**config.mk**
```make
export PLATFORM = sky130hd
export DESIGN_NAME = mux_scan
export DESIGN_NICKNAME = d
export VERILOG_FILES = /design/src/rtl/mux_scan.sv
export SDC_FILE = /design/constraint.sdc
export NUM_CORES = 1
export LEC_CHECK = 0
export BUFFER_PORTS_ARGS = -buffer_cell sky130_fd_sc_hd__buf_2
export CAP_MARGIN = 15
export CORE_MARGIN = 3
export CORE_UTILIZATION = 35
export DETAILED_ROUTE_END_ITERATION = 6
export PLACE_DENSITY = 0.51
export SLEW_MARGIN = 10
export SYNTH_ARGS = -nofsm -noshare
export SYNTH_HDL_FRONTEND = slang
export SYNTH_SLANG_ARGS = --single-unit
```
**constraint.sdc**
```tcl
create_clock -name clk -period 3.2 [get_ports clk]
set_input_delay 0 -clock clk [delete_from_list [all_inputs] [get_ports clk]]
set_output_delay 0 -clock clk [all_outputs]
set_load 0.05 [all_outputs]
```
**src/rtl/mux_scan.sv**
```systemverilog
// Channel multiplexer with manual select and timed automatic scan.
// ch/dout are registered; ch_chg flags the cycle after ch takes a new value.
module mux_scan #(
    parameter  int CH_NUM = 4,
    parameter  int DATA_W = 1,
    parameter  int DWELL  = 12_000_000,
    localparam int SEL_W  = $clog2(CH_NUM)
) (
    input  logic                     clk,
    input  logic                     rst_n,
    input  logic [CH_NUM*DATA_W-1:0] din,
    input  logic                     mode,
    input  logic [SEL_W-1:0]         sel,
    input  logic                     hold,
    output logic [DATA_W-1:0]        dout,
    output logic [SEL_W-1:0]         ch,
    output logic                     ch_chg
);

    localparam int               CNT_W    = (DWELL > 1) ? $clog2(DWELL) : 1;
    localparam logic [CNT_W-1:0] CNT_LAST = CNT_W'(DWELL - 1);
    localparam logic [SEL_W-1:0] CH_LAST  = SEL_W'(CH_NUM - 1);
    localparam logic [SEL_W:0]   CH_LIM   = (SEL_W + 1)'(CH_NUM);

    typedef enum logic [1:0] {MANUAL, SCAN, PAUSE} state_t;

    state_t                       state, state_nxt;
    logic [CNT_W-1:0]             cnt, cnt_nxt;
    logic [SEL_W-1:0]             ch_nxt;
    logic [CH_NUM-1:0][DATA_W-1:0] din_a;
    logic                         sel_ok;

    assign din_a  = din;
    assign sel_ok = ({1'b0, sel} < CH_LIM);

    always_ff @(posedge clk or negedge rst_n) begin
        if (!rst_n) begin
            state  <= MANUAL;
            cnt    <= '0;
            ch     <= '0;
            dout   <= '0;
            ch_chg <= 1'b0;
        end else begin
            state  <= state_nxt;
            cnt    <= cnt_nxt;
            ch     <= ch_nxt;
            dout   <= din_a[ch_nxt];
            ch_chg <= (ch_nxt != ch);
        end
    end

    // A hold edge in SCAN already freezes; the PAUSE->SCAN edge does not count,
    // so the frozen count resumes on the first full SCAN cycle.
    always_comb begin
        state_nxt = state;
        cnt_nxt   = cnt;
        ch_nxt    = ch;
        if (!mode) begin
            state_nxt = MANUAL;
            cnt_nxt   = '0;
            if (sel_ok)
                ch_nxt = sel;
        end else begin
            case (state)
                MANUAL: begin
                    state_nxt = SCAN;
                    cnt_nxt   = '0;
                end
                SCAN: begin
                    if (hold) begin
                        state_nxt = PAUSE;
                    end else if (cnt == CNT_LAST) begin
                        cnt_nxt = '0;
                        ch_nxt  = (ch == CH_LAST) ? '0 : ch + SEL_W'(1);
                    end else begin
                        cnt_nxt = cnt + CNT_W'(1);
                    end
                end
                PAUSE: begin
                    if (!hold)
                        state_nxt = SCAN;
                end
                default: state_nxt = MANUAL;
            endcase
        end
    end

endmodule

```
==> results of run 1 <==
-- layout make-up --
cell class | instances | area [sq um]
clock buffers | 5 | 68.8
clock inverters | 3 | 40.0
fillers | 394 | 2340
inverters | 1 | 3.75
multi-input cells | 122 | 810
flip-flops and latches | 30 | 751
well taps | 50 | 62.6
repair buffers | 17 | 100
-- Yosys cell counts, types with 2 or more instances --
| library cell | count |
|---|---|
| nor2_1 | 31 |
| and3_1 | 3 |
| and2_1 | 2 |
| ha_1 | 2 |
| dfrtp_1 | 30 |
| nand3_1 | 5 |
| o21ai_0 | 2 |
| xor2_1 | 13 |
| nor3b_1 | 2 |
| nor3_1 | 3 |
| a21oi_1 | 2 |
| nand2_1 | 12 |
| and4_1 | 2 |
| xnor2_1 | 12 |
| clkbuf_1 | 3 |
| nor2b_1 | 2 |
| nand4_1 | 7 |
-- registers in the layout (all words and copies together) (netlist names) --
| signal | flops |
|---|---|
| cnt | 24 |
| ch_chg | 1 |
| ch | 2 |
| dout | 1 |
| state | 2 |
-- routing by layer --
metal / routed length (um) / vias to the layer above / global-route usage (%)
met1: 1510 / 547 / 16.9
met3: 112 / 4 / 5.37
met4: 34 / 0 / 3.69
met5: 0 / - / 0
li1: - / 581 / -
met2: 1510 / 14 / 22.5
-- worst max-delay path: cells and delay by family (launching register included) --
family | cells | cell delay [ns]
AOI/OAI and AO/OA | 3 | 0.49
adders and majority gates | 1 | 0.22
DFF | 1 | 0.38
and+or+nand+nor | 3 | 1.15
-- logic make-up after synthesis --
family                   Yosys count
AND/OR/NAND/NOR                   80
flip-flops                        30
XOR/XNOR                          25
AO/OA/AOI/OAI                     13
buffers and inverters              5
multiplexers                       2
adder cells (fa/ha/maj)            2
-- worst min-delay path by stage --
stage / endpoint / cells past startpoint / startpoint
6_report: state[1] / 2 / hold
3_3_place_gp: ch_chg / 1 / rst_n
5_1_grt: state[1] / 2 / hold
4_1_cts: state[1] / 2 / hold
3_5_place_dp: ch_chg / 1 / rst_n
2_1_floorplan: ch[0] / 0 / rst_n
-- power by group --
group | switching (mW) | total (mW) | internal (mW) | leakage, nW
Clock | 0.147 | 0.376 | 0.229 | 0.0579
Sequential | 0.00803 | 0.396 | 0.388 | 0.405
Combinational | 0.0619 | 0.0912 | 0.0293 | 0.296
-- through the flow --
stage                     setup WS [ns]  hold slack [ns]  utilization, %  instance area (sq um)  power (mW)
after floorplan                    1.05           -0.296               -                   1580       0.463
after global placement            0.897           0.0730            40.9                   1710       0.492
after detailed placement          0.823           0.0783            40.9                   1710       0.495
after CTS                         0.826           0.0142            44.0                   1840       0.874
after global routing              0.673          0.00956            44.0                   1840       0.904
final                             0.854           0.0163            44.0                   1840       0.863
==> metrics.txt, run 1 <==
run status=finished, final reports clean; area grow syn2layout=16.2%; reg2reg setup slack=0.85 ns; Finished Layout Cells=228; detailed placer's ending HPWL=2290 um; Setup crit end=dout; later-pin clock latency in the skew report=0.28 ns; antenna violation net count after detailed routing=0; clock-pin slew on the worst setup and hold paths=0.07 ns; # clock sinks=30; Remaining Overflow, GRT=0; WL final=3160 um; maximum VDD drop=282 uV; Max clock buf depth=2; skew final=0.00422 ns; Vias per Instance=5.03; H-tree lvl count=2; Placed Cells=218; final hold vios=0; synth warn=0; share of cells above drive strength 1=18.0%; Worst Path Arrival=2.54 ns; CTS tree=built; Setup crit end kind=register; Synthesized Nets=169; Crit Path Category=register to register; Nets=189; CP max stage cell=or4b_1; post-route clock period utilization=73.3%; Yosys cell types=41; worst flop-to-flop path endpoint=dout; Placer Congestion=0.814; RR Startpoint=cnt[0]; GRT Resource Usage Total=13.8%; Initial Utilization=37.8%; ys async rst share=100%; Final Max Slew Viols=0; Worst R2R Path Depth=7; post-synthesis adder-cell area fraction=1.58%; DR pass1 iterations=4; Post-Synth XOR/XNOR Area=13.9%; Setup Fix Bufs, Post-CTS=0; Yosys reg bits=30; Die ar.=0.00535 sq mm; commonest cells after routing, fill and taps aside=31 x nor2_1, 30 x dfrtp_1, 13 x xor2_1, 13 x buf_2; main combinational cell family by area after synthesis=simple AND/OR/NAND/NOR gates; Vias=1146; Pleak=0.759 nW; ranking of synthesized cells by area=dfrtp_1 48%, nor2_1 7.4%, xor2_1 7.2%; Slew @ Worst Pin=0.675 ns; initial antenna violation count=0; CP max FO=5; mux cell area share after synthesis=1.35%; Rel. slew slack=55.0%; cell area after synthesis=0.00158 sq mm; Post-Synthesis Cells=157; Sum Neg Setup Slack=0 ns; antenna cells=0; data required time at the worst endpoint=3.39 ns; commonest non-fill, non-tap cell in the layout=nor2_1; Die Height=73.2 um; fin crit period=2.35 ns; Setup crit start=cnt[0]; io pins=14; FP Rows=23; Synth Area in Simple Gates=27.0%; PwrDens=470 mW/mm^2; CTS hold repair buffers=2; Yosys top cell by area=dfrtp_1; DRT iter0 DRCs=55; setup violators final=0; wire per inst=13.8 um; DRC viols=0; Post-synth top flop=dfrtp_1; Critical Path Max Stage Delay=0.53 ns; largest net degree at the start of global routing=31; Max Fclk=426 MHz; vias in the first global route=1224; root buffer cell=clkbuf_8; TritonCTS Buffers=5; Core Area=0.00417 sq mm; post_cts resized=0; first-pass GRT wire length=5590 um; max cap viols=0; CP Cell Sequence=ha_1 > nand4_2 > or4b_1 > or4_4 > a31oi_4 > a21oi_1 > a22oi_1; RSZ-0062 raised after global routing=false; IO Port Bufs=13; startpoint type of the worst setup path=register; Die Width=73.2 um; Synth Area in Compound Gates=7.45%; Post-synth EDFFs=0; Synth top area share=47.5%; sequential area share after synthesis=47.5%; Tightest Hold Check Type=primary input to register; post-synthesis area per instance=10.1 sq um
Note: power is estimated with default switching activity, not from simulation.
==> run 2, diff against run 1 <==
ABC_AREA = 1   (was not set)
PLACE_DENSITY = 0.5   (was 0.51)
clock period = 2.4 ns   (was 3.2 ns; I/O delays follow)
==> run 2 against run 1 <==
- synthesized cell count rose by 54%
- largest power group unchanged
- combinational power is 91% higher
- final cell count up 46%
- total power rose by 32%
==> metrics.txt, run 2 <==
Power Total=1.14 mW; antenna violation net count after detailed routing=0; Yosys reg bits=30; Int Power=0.814 mW; Synth top area share=40.1%; Setup Fix Bufs, Post-CTS=0; area of the multi-input gates=937 sq um; commonest cells after routing, fill and taps aside=52 x nand2_1, 37 x inv_1, 31 x nor2_1, 30 x dfrtp_1, 14 x nand3_1; # clock sinks=30; H-tree lvl count=2; Sum Neg Setup Slack=0 ns; Crit path depth=12; synth cell count leaders=52 x nand2_1, 37 x inv_1, 31 x nor2_1; Core Area=0.00514 sq mm; fill count=556; DRT iter0 DRCs=69; Remaining Overflow, GRT=0; Die Height=79.2 um; CP Cell Sequence=inv_1 > nand2_1 > nor2_1 > nand2_1 > nor2_1 > nand2_1 > nand2_1 > inv_2 > nor2_8 > inv_4 > nand2_1 > a21oi_1; first-pass GRT wire length=6830 um; Yosys top cell by area=dfrtp_1; RSZ-0062 raised after global routing=false; synth warn=0; Rel. slew slack=53.0%; FF+latch area=751 sq um; RR Startpoint=cnt[13]; IO Port Bufs=13; vias in the first global route=1511; Pleak=0.966 nW; Nets=275; final hold vios=0; Vias=1515; detailed placer's ending HPWL=2870 um; later-pin clock latency in the skew report=0.27 ns; Yosys cell types=30; met3 WL=121 um; root buffer cell=clkbuf_8; Slew @ Worst Pin=0.705 ns; Setup crit end kind=register; PwrDens=534 mW/mm^2; DRC viols=0; CTS tree=built; post-route clock period utilization=71.1%; Post-Synthesis Cells=241; initial antenna violation count=0; FP Rows=26; io pins=14; Post-synth top flop=dfrtp_1; Die ar.=0.00627 sq mm; max reg flops=24; clock network power share=36.7%; Die Width=79.2 um; DP Worst Slack=0.675 ns; ranking of synthesized cells by area=dfrtp_1 40%, nand2_1 10%, inv_1 7.4%; Final Max Slew Viols=0; Net Sw Frac=28.4%; share of cells above drive strength 1=24.2%; Worst Path Arrival=1.87 ns; most common cell in the synthesized netlist=nand2_1; most frequent cell on the critical path=nand2_1; sequential area share after synthesis=40.1%; DR top layer=met4; commonest non-fill, non-tap cell in the layout=nand2_1; skew final=0.00522 ns; M1 wire length=1840 um; Worst path top cell family by delay=simple AND/OR/NAND/NOR gates; Placer Congestion=0.845; P_sw=0.323 mW; Regs by FF count=cnt x24, ch x2, state x2; DR pass1 iterations=4; DR WL met2=1730 um; run status=finished, final reports clean; Gate power share=15.3%; CP max FO=13; Worst R2R Path Depth=12; wire per inst=11.2 um; Placed Cells=323; Hold Path Depth=5; Critical Path Max Stage Delay=0.43 ns; data required time at the worst endpoint=2.56 ns; Tightest Hold Check Type=primary input to register; hold path start=din[2]; ys async rst share=100%; area grow syn2layout=13.6%; Top reg by flops=cnt; Crit Path Category=register to register; maximum VDD drop=295 uV; Synthesized Nets=253; post-synthesis area per instance=7.78 sq um; Initial Utilization=36.5%; GRT Resource Usage Total=13.9%; max cap viols=0; Max Fclk=586 MHz; CTS hold repair buffers=3; CP max stage cell=dfrtp_1; WL final=3730 um; antenna cells=0; TritonCTS Buffers=5; startpoint type of the worst setup path=register; clock-pin slew on the worst setup and hold paths=0.07 ns; cell area after synthesis=0.00187 sq mm; post_cts resized=0; Setup crit start=cnt[13]; Max clock buf depth=2; largest net degree at the start of global routing=31; Finished Layout Cells=334; worst path buffer plus inverter count=3; Setup WS post-layout=0.695 ns; setup violators final=0; Vias per Instance=4.54; Post-synth EDFFs=0; sequential power share=48.0%; fin crit period=1.71 ns
[run 2: cell count changes after synthesis, moves of 4 or more]
cell     previous run  this run
nand2_2             0         5
nor2_2              0         5
inv_2               0         4
xor2_1             13         3
a21oi_2             0         7
nor3_1              3         8
o21ai_2             0         8
a21oi_1             2         9
nand3_1             5        14
nand2_1            12        52
inv_1               1        37
xnor2_1            12         0
[run 2: cell families (layout without fill, tap and decap cells)]
family	count (synthesis)	count (layout)	share of synthesized area, %
flops	30	30	40.1
compound gates	28	28	11.3
buf+inv	44	67	9.95
fa+ha+maj	2	2	1.33
simple gates	134	134	36.0
xor+xnor	3	3	1.40
[run 2: final cells by class]
cell class,instances,area share [%]
Sequential cell,30,35.3
Clock buffer,7,4.06
Timing Repair Buffer,16,4.47
Multi-Input combinational cell,167,44.0
Clock inverter,1,0.235
Tap cell,70,4.12
Inverter,43,7.82
[run 2: path summary, 6_finish.rpt]
check | end | slack, ns
max | cnt[21] | 0.69
min | dout | 0.02
max reg2reg | cnt[21] | 0.69
min reg2reg | cnt[1] | 0.53
max in group asynchronous | cnt[14] | 1.64
min in group asynchronous | cnt[5] | 0.32
[run 2: worst min-delay path, cell delays in order]
cell     delay [ns]
buf_2          0.07
inv_1          0.03
nand2_1        0.05
nand3_1        0.05
nand2_1        0.05
[run 2: power by group through the flow]
stage / Sequential, mW / Combinational [mW] / Clock, mW
final: 0.545 / 0.174 / 0.417
after CTS: 0.545 / 0.179 / 0.437
after global routing: 0.549 / 0.200 / 0.465
after detailed placement: 0.555 / 0.175 / 0
after floorplan: 0.580 / 0.107 / 0
after global placement: 0.554 / 0.173 / 0
[run 2: stage by stage]
stage	util (%)	cell area, sq um	hold slack, ns
2_1_floorplan	-	1870	-0.296
3_3_place_gp	39.0	2010	0.106
3_5_place_dp	39.0	2010	0.101
4_1_cts	41.4	2130	0.00917
5_1_grt	41.4	2130	0.0218
6_report	41.4	2130	0.0164
[run 2: per-layer routing]
metal / global-route usage (%) / up-vias
li1: - / 813
met1: 17.9 / 678
met2: 22.8 / 22
met3: 3.40 / 2
met4: 4.64 / 0
met5: 0 / -
